==> src/rtl/button_event_generator_pkg.sv <==
// Shared definitions for the button event generator.
// Contents:
//   - Per-button FSM state encodings.
//   - Default timing constants for the 25 MHz board clock.
//   - A helper used to size the hold counter.
package button_event_generator_pkg;

  localparam logic [1:0] ST_IDLE    = 2'd0;
  localparam logic [1:0] ST_PRESSED = 2'd1;
  localparam logic [1:0] ST_HELD    = 2'd2;

  localparam int DEF_CLKS_PER_MS      = 25000;
  localparam int DEF_LONG_PRESS_MS    = 800;
  localparam int DEF_REPEAT_PERIOD_MS = 200;

  function automatic int max_int(input int a, input int b);
    return (a > b) ? a : b;
  endfunction

endpackage

==> src/rtl/button_event_generator_fsm.sv <==
// Single-button event FSM.
// Turns one clean level into registered one-cycle press, release,
// long-press and auto-repeat pulses, plus a held level.
// Ports:
//   i_clk      system clock
//   i_rst      asynchronous active-high reset
//   i_level    debounced button level, 1 = pressed
//   i_ms_tick  one-cycle millisecond strobe from the shared prescaler
//   o_press    pulse one cycle after the level rises
//   o_release  pulse one cycle after the level falls (not on reset)
//   o_long     pulse when the hold reaches LONG_PRESS_MS
//   o_repeat   pulse every REPEAT_PERIOD_MS after o_long while held
//   o_held     level, 1 while the FSM is not IDLE
//
// state      | meaning
// -----------+---------------------------------------------------
// ST_IDLE    | button up, waiting for a press
// ST_PRESSED | button down, counting ms toward the long-press
// ST_HELD    | long-press reached, counting ms toward each repeat
module button_event_fsm
  import button_event_generator_pkg::*;
#(
  parameter int LONG_PRESS_MS    = DEF_LONG_PRESS_MS,
  parameter int REPEAT_PERIOD_MS = DEF_REPEAT_PERIOD_MS
) (
  input  logic i_clk,
  input  logic i_rst,
  input  logic i_level,
  input  logic i_ms_tick,
  output logic o_press,
  output logic o_release,
  output logic o_long,
  output logic o_repeat,
  output logic o_held
);

  localparam int CNT_W = $clog2(max_int(LONG_PRESS_MS, REPEAT_PERIOD_MS) + 1);
  localparam logic [CNT_W-1:0] LONG_C   = CNT_W'(LONG_PRESS_MS);
  localparam logic [CNT_W-1:0] REPEAT_C = CNT_W'(REPEAT_PERIOD_MS);

  logic [1:0]       state_q, state_d;
  logic [CNT_W-1:0] cnt_q, cnt_d, cnt_inc;
  logic             press_q, press_d;
  logic             release_q, release_d;
  logic             long_q, long_d;
  logic             repeat_q, repeat_d;

  always_comb begin
    state_d   = state_q;
    cnt_d     = cnt_q;
    cnt_inc   = cnt_q + 1'b1;
    press_d   = 1'b0;
    release_d = 1'b0;
    long_d    = 1'b0;
    repeat_d  = 1'b0;
    case (state_q)
      ST_IDLE: begin
        if (i_level) begin
          state_d = ST_PRESSED;
          cnt_d   = '0;
          press_d = 1'b1;
        end
      end
      ST_PRESSED: begin
        // Release is checked first so it wins over a coincident threshold tick.
        if (!i_level) begin
          state_d   = ST_IDLE;
          cnt_d     = '0;
          release_d = 1'b1;
        end else if (i_ms_tick) begin
          if (cnt_inc == LONG_C) begin
            state_d = ST_HELD;
            cnt_d   = '0;
            long_d  = 1'b1;
          end else begin
            cnt_d = cnt_inc;
          end
        end
      end
      ST_HELD: begin
        if (!i_level) begin
          state_d   = ST_IDLE;
          cnt_d     = '0;
          release_d = 1'b1;
        end else if (i_ms_tick) begin
          if (cnt_inc == REPEAT_C) begin
            cnt_d    = '0;
            repeat_d = 1'b1;
          end else begin
            cnt_d = cnt_inc;
          end
        end
      end
      default: begin
        state_d = ST_IDLE;
        cnt_d   = '0;
      end
    endcase
  end

  always_ff @(posedge i_clk or posedge i_rst) begin
    if (i_rst) begin
      state_q   <= ST_IDLE;
      cnt_q     <= '0;
      press_q   <= 1'b0;
      release_q <= 1'b0;
      long_q    <= 1'b0;
      repeat_q  <= 1'b0;
    end else begin
      state_q   <= state_d;
      cnt_q     <= cnt_d;
      press_q   <= press_d;
      release_q <= release_d;
      long_q    <= long_d;
      repeat_q  <= repeat_d;
    end
  end

  assign o_press   = press_q;
  assign o_release = release_q;
  assign o_long    = long_q;
  assign o_repeat  = repeat_q;
  assign o_held    = (state_q != ST_IDLE);

endmodule

==> src/rtl/button_event_generator.sv <==
// Four-button event generator.
// Converts debounced button levels into press/release/long/repeat pulses
// and held levels. One millisecond prescaler is shared by all buttons, so
// every button's timing is quantised to the same tick phase.
// Ports:
//   i_Clk      system clock
//   i_Reset    asynchronous active-high reset
//   i_Buttons  debounced levels, 1 = pressed, already in i_Clk domain
//   o_Press    per-button one-cycle press pulse
//   o_Release  per-button one-cycle release pulse
//   o_Long     per-button one-cycle long-press pulse
//   o_Repeat   per-button one-cycle auto-repeat pulse
//   o_Held     per-button level, 1 while the button FSM is not IDLE
module button_event_generator
  import button_event_generator_pkg::*;
#(
  parameter int CLKS_PER_MS      = DEF_CLKS_PER_MS,
  parameter int LONG_PRESS_MS    = DEF_LONG_PRESS_MS,
  parameter int REPEAT_PERIOD_MS = DEF_REPEAT_PERIOD_MS
) (
  input  logic       i_Clk,
  input  logic       i_Reset,
  input  logic [3:0] i_Buttons,
  output logic [3:0] o_Press,
  output logic [3:0] o_Release,
  output logic [3:0] o_Long,
  output logic [3:0] o_Repeat,
  output logic [3:0] o_Held
);

  localparam int PRE_W = $clog2(CLKS_PER_MS);
  localparam logic [PRE_W-1:0] PRE_LAST = PRE_W'(CLKS_PER_MS - 1);

  logic [PRE_W-1:0] pre_q, pre_d;
  logic             ms_tick;

  assign ms_tick = (pre_q == PRE_LAST);

  always_comb begin
    pre_d = pre_q + 1'b1;
    if (ms_tick) begin
      pre_d = '0;
    end
  end

  always_ff @(posedge i_Clk or posedge i_Reset) begin
    if (i_Reset) begin
      pre_q <= '0;
    end else begin
      pre_q <= pre_d;
    end
  end

  for (genvar i = 0; i < 4; i++) begin : g_btn
    button_event_fsm #(
      .LONG_PRESS_MS    (LONG_PRESS_MS),
      .REPEAT_PERIOD_MS (REPEAT_PERIOD_MS)
    ) u_fsm (
      .i_clk     (i_Clk),
      .i_rst     (i_Reset),
      .i_level   (i_Buttons[i]),
      .i_ms_tick (ms_tick),
      .o_press   (o_Press[i]),
      .o_release (o_Release[i]),
      .o_long    (o_Long[i]),
      .o_repeat  (o_Repeat[i]),
      .o_held    (o_Held[i])
    );
  end

endmodule

==> config.mk <==
export PLATFORM = sky130hd
export DESIGN_NAME = button_event_generator
export DESIGN_NICKNAME = d
export VERILOG_FILES = /design/src/rtl/button_event_generator_pkg.sv /design/src/rtl/button_event_generator_fsm.sv /design/src/rtl/button_event_generator.sv
export SDC_FILE = /design/constraint.sdc
export NUM_CORES = 1
export LEC_CHECK = 0
export ABC_AREA = 1
export CAP_MARGIN = 20
export CORE_AREA = 2 2 92 94
export DETAILED_ROUTE_END_ITERATION = 7
export DIE_AREA = 0 0 94 96
export PLACE_DENSITY = 0.86
export RECOVER_POWER = 50
export SYNTH_ARGS = -nofsm -noshare
export SYNTH_HDL_FRONTEND = slang
export SYNTH_SLANG_ARGS = --single-unit
==> constraint.sdc <==
create_clock -name i_Clk -period 3.9 [get_ports i_Clk]
set_input_delay 0.78 -clock i_Clk [delete_from_list [all_inputs] [get_ports i_Clk]]
set_output_delay 0.78 -clock i_Clk [all_outputs]
set_load 0.02 [all_outputs]
==> results.md <==
* Tot GR Track Use at 24.43%
* H-tree depth at 3
* Status: finished with violations
* Die width at 94 µm
* Pleak at 0.002833 µW
* CTS Buf Count at 9
* Die Area at 9024 µm²
* Final ANT Viol Nets at 0
* Levels on crit path at 9
* Pre-antenna DRT Iters at 5
* Ant. Diodes at 0
* Post-synth design cell area at 5141 µm²
* Dpl cells at 834
* Critical Path Sink Type: flop
* Sequential fraction of the synthesis area at 38.45%
* Vias in the first global route at 4294
* Crit path top cell by count: nand2_1
* Violated checks: max-capacitance violations, max-slew violations
* VDD IR-drop max at 0.3521 mV
* Slowest-stage cell, CP: nand2_1
* Core area at 8051 µm²
* Number of synthesized flops with an enable pin at 0
* Via density at 5.360
* R2R depth at 9
* Syn Area/Cell at 7.043 µm²
* Period utilization at 70.94%
* Most common cell in the netlist: nand2_1
* Post-layout min period at 2.767 ns
* HP Class: flop to flop
* Total Nets Final at 763
* Critical-path maximum fanout at 21
* Top cells by area, synth: dfrtp_1, nand2_1, inv_1
* Max frequency at 361.4 MHz
* Largest net degree at the start of global routing at 49
* PortBufs at 25
* Vias at 4556
* Top delay family on crit path: simple AND/OR/NAND/NOR gates
* Average wire per standard cell at 11.96 µm
* Crit path launch: pre_q[0]$_DFF_PP0_
* Crit path launch type: flop
* Pwr dens at 479.9 nW/µm²
* Reg-to-Reg End: g_btn[2].u_fsm.cnt_q[1]$_DFFE_PP0P_
* Max cap viols at 1
* Post-CTS Setup Inserts at 0
* Final Skew at 0.01255 ns
* Crit path capture: g_btn[2].u_fsm.cnt_q[1]$_DFFE_PP0P_
* Initial Util at 63.85%
* Num rows at 33
* Hold Path Depth at 1
* Crit-path cells: ha_1, nand2_1, nor3_1, nand2_1, a21oi_2, nand2_1, nor3_2, nand2_1, nand2_1
* Hold buffer count at CTS at 0
* Pins Over Slew Limit at 49
* Grt total ovfl at 0
* Clock root cell: clkbuf_8
* Primary FF master, synth: dfrtp_1
* Clk pin slew, worst setup/hold paths at 0.08 ns
* Final WL at 10160 µm
* DR iter-0 viols at 218
* WS Path Type: flop to flop
* Synth top cells by count: nand2_1, inv_1, dfrtp_1
* Syn. warnings at 0
* CP Data Required Time at 4.19 ns
* Slack of the worst reg-to-reg path at 1.13 ns
* Layout cells sized above 1 at 7.785%
* Endpoints failing hold at 0
* Cells resized by post-CTS repair at 0
* RSZ-0062 raised after global routing: false
* Worst-margin pin slew at 1.990 ns
* Non-filler cells, final at 850
* Worst path bufs/invs at 0
* TNS Setup at 0 ns
* Final setup vio count at 0
* Syn-to-layout area delta at 7.690%
* Post-synth top area cell: dfrtp_1
* TritonCTS clock tree: done
* Synth Register Bits at 79
* Clock latency on the worst-skew pair at 0.36 ns
* Die height at 96 µm
* Synth top area share at 38.45%
* Async SR Flop Fraction at 100.0%
* Critical path arrival at 3.06 ns
* Max incr delay on CP at 0.56 ns
* Slew headroom at -33.37%
* First-pass GRT wire length at 17960 µm
* CTS Buffer Depth at 2
* Post-synth cell types at 35
* GPL Wtd Cong at 0.9225
* CTS sink count at 79
* Syn Inst Count at 730
* Initial antenna violation count at 0
* I/O Pins at 26
* # DRC at 0
* Post-Syn Nets at 753
* FF-to-FF Start: pre_q[0]$_DFF_PP0_
* Detailed placement HPWL at 7402 µm
stage by stage:
stage / utilization [%] / cell area, µm² / hold slack (ns) / worst slack, ns / total power (µW)
5_1_grt: 68.76 / 5537 / 0.4793 / 0.9026 / 2825
4_1_cts: 68.95 / 5552 / 0.4671 / 1.402 / 2672
3_3_place_gp: 66.12 / 5324 / 0.4438 / 1.376 / 1960
3_5_place_dp: 66.12 / 5324 / 0.4561 / 1.275 / 1993
2_1_floorplan: - / 5141 / 0.4326 / 1.097 / 1816
6_report: 68.76 / 5537 / 0.4627 / 1.133 / 2657
routing by layer:
layer / share of wire, % / GRT usage [%] / vias up
li1: - / - / 2295
met1: 44 / 30.73 / 2100
met2: 49 / 43.57 / 144
met3: 4.9 / 2.584 / 17
met4: 1.6 / 9.300 / 0
met5: 0 / 0 / -
cell usage in the layout (no fill, tap or decap), drive strengths merged, types with 11 or more instances in the layout:
master	count
a21oi	11
nand2	288
nand4	21
inv	96
clkbuf	14
nand3	44
dfrtp	79
o21ai	16
clkdlybuf4s50	20
ha	17
nor2	74
nor3	34
report_power, final:
group	switching, µW	total (µW)	internal [µW]
registers	67.9	980	912
clock network	293	675	383
logic	682	1000	320
total	1040	2660	1610
state kept, by name (all words and copies together), names as in the netlist:
| name | cells |
|---|---|
| g_btn.u_fsm.cnt_q | 40 |
| pre_q | 15 |
| g_btn.u_fsm.state_q | 8 |
| g_btn.u_fsm.o_long | 4 |
| g_btn.u_fsm.o_press | 4 |
| g_btn.u_fsm.o_release | 4 |
| g_btn.u_fsm.o_repeat | 4 |
worst min path at each step:
stage / start / to / slack (ns)
2_1_floorplan: pre_q[0]$_DFF_PP0_ / pre_q[0]$_DFF_PP0_ / 0.43
3_3_place_gp: pre_q[0]$_DFF_PP0_ / pre_q[0]$_DFF_PP0_ / 0.44
3_5_place_dp: pre_q[0]$_DFF_PP0_ / pre_q[0]$_DFF_PP0_ / 0.46
4_1_cts: pre_q[0]$_DFF_PP0_ / pre_q[0]$_DFF_PP0_ / 0.47
5_1_grt: pre_q[0]$_DFF_PP0_ / pre_q[0]$_DFF_PP0_ / 0.48
6_report: pre_q[0]$_DFF_PP0_ / pre_q[0]$_DFF_PP0_ / 0.46
cells by family after synthesis:
| kind of cell | share of synthesized area, % |
|---|---|
| compound gates | 4.697 |
| fa+ha+maj | 4.137 |
| xor+xnor | 0.8517 |
| buf+inv | 11.34 |
| flops | 38.45 |
| simple gates | 40.52 |
cell type report:
cell class / count / area (µm²)
fill: 669 / 2515
multi-input combinational: 525 / 2566
timing repair buffer: 27 / 265.3
clock inverter: 2 / 35.03
clock buffer: 14 / 192.7
tap: 105 / 131.4
inverter: 98 / 369.1
sequential: 79 / 1977
Power figures use the tool's default switching activity.
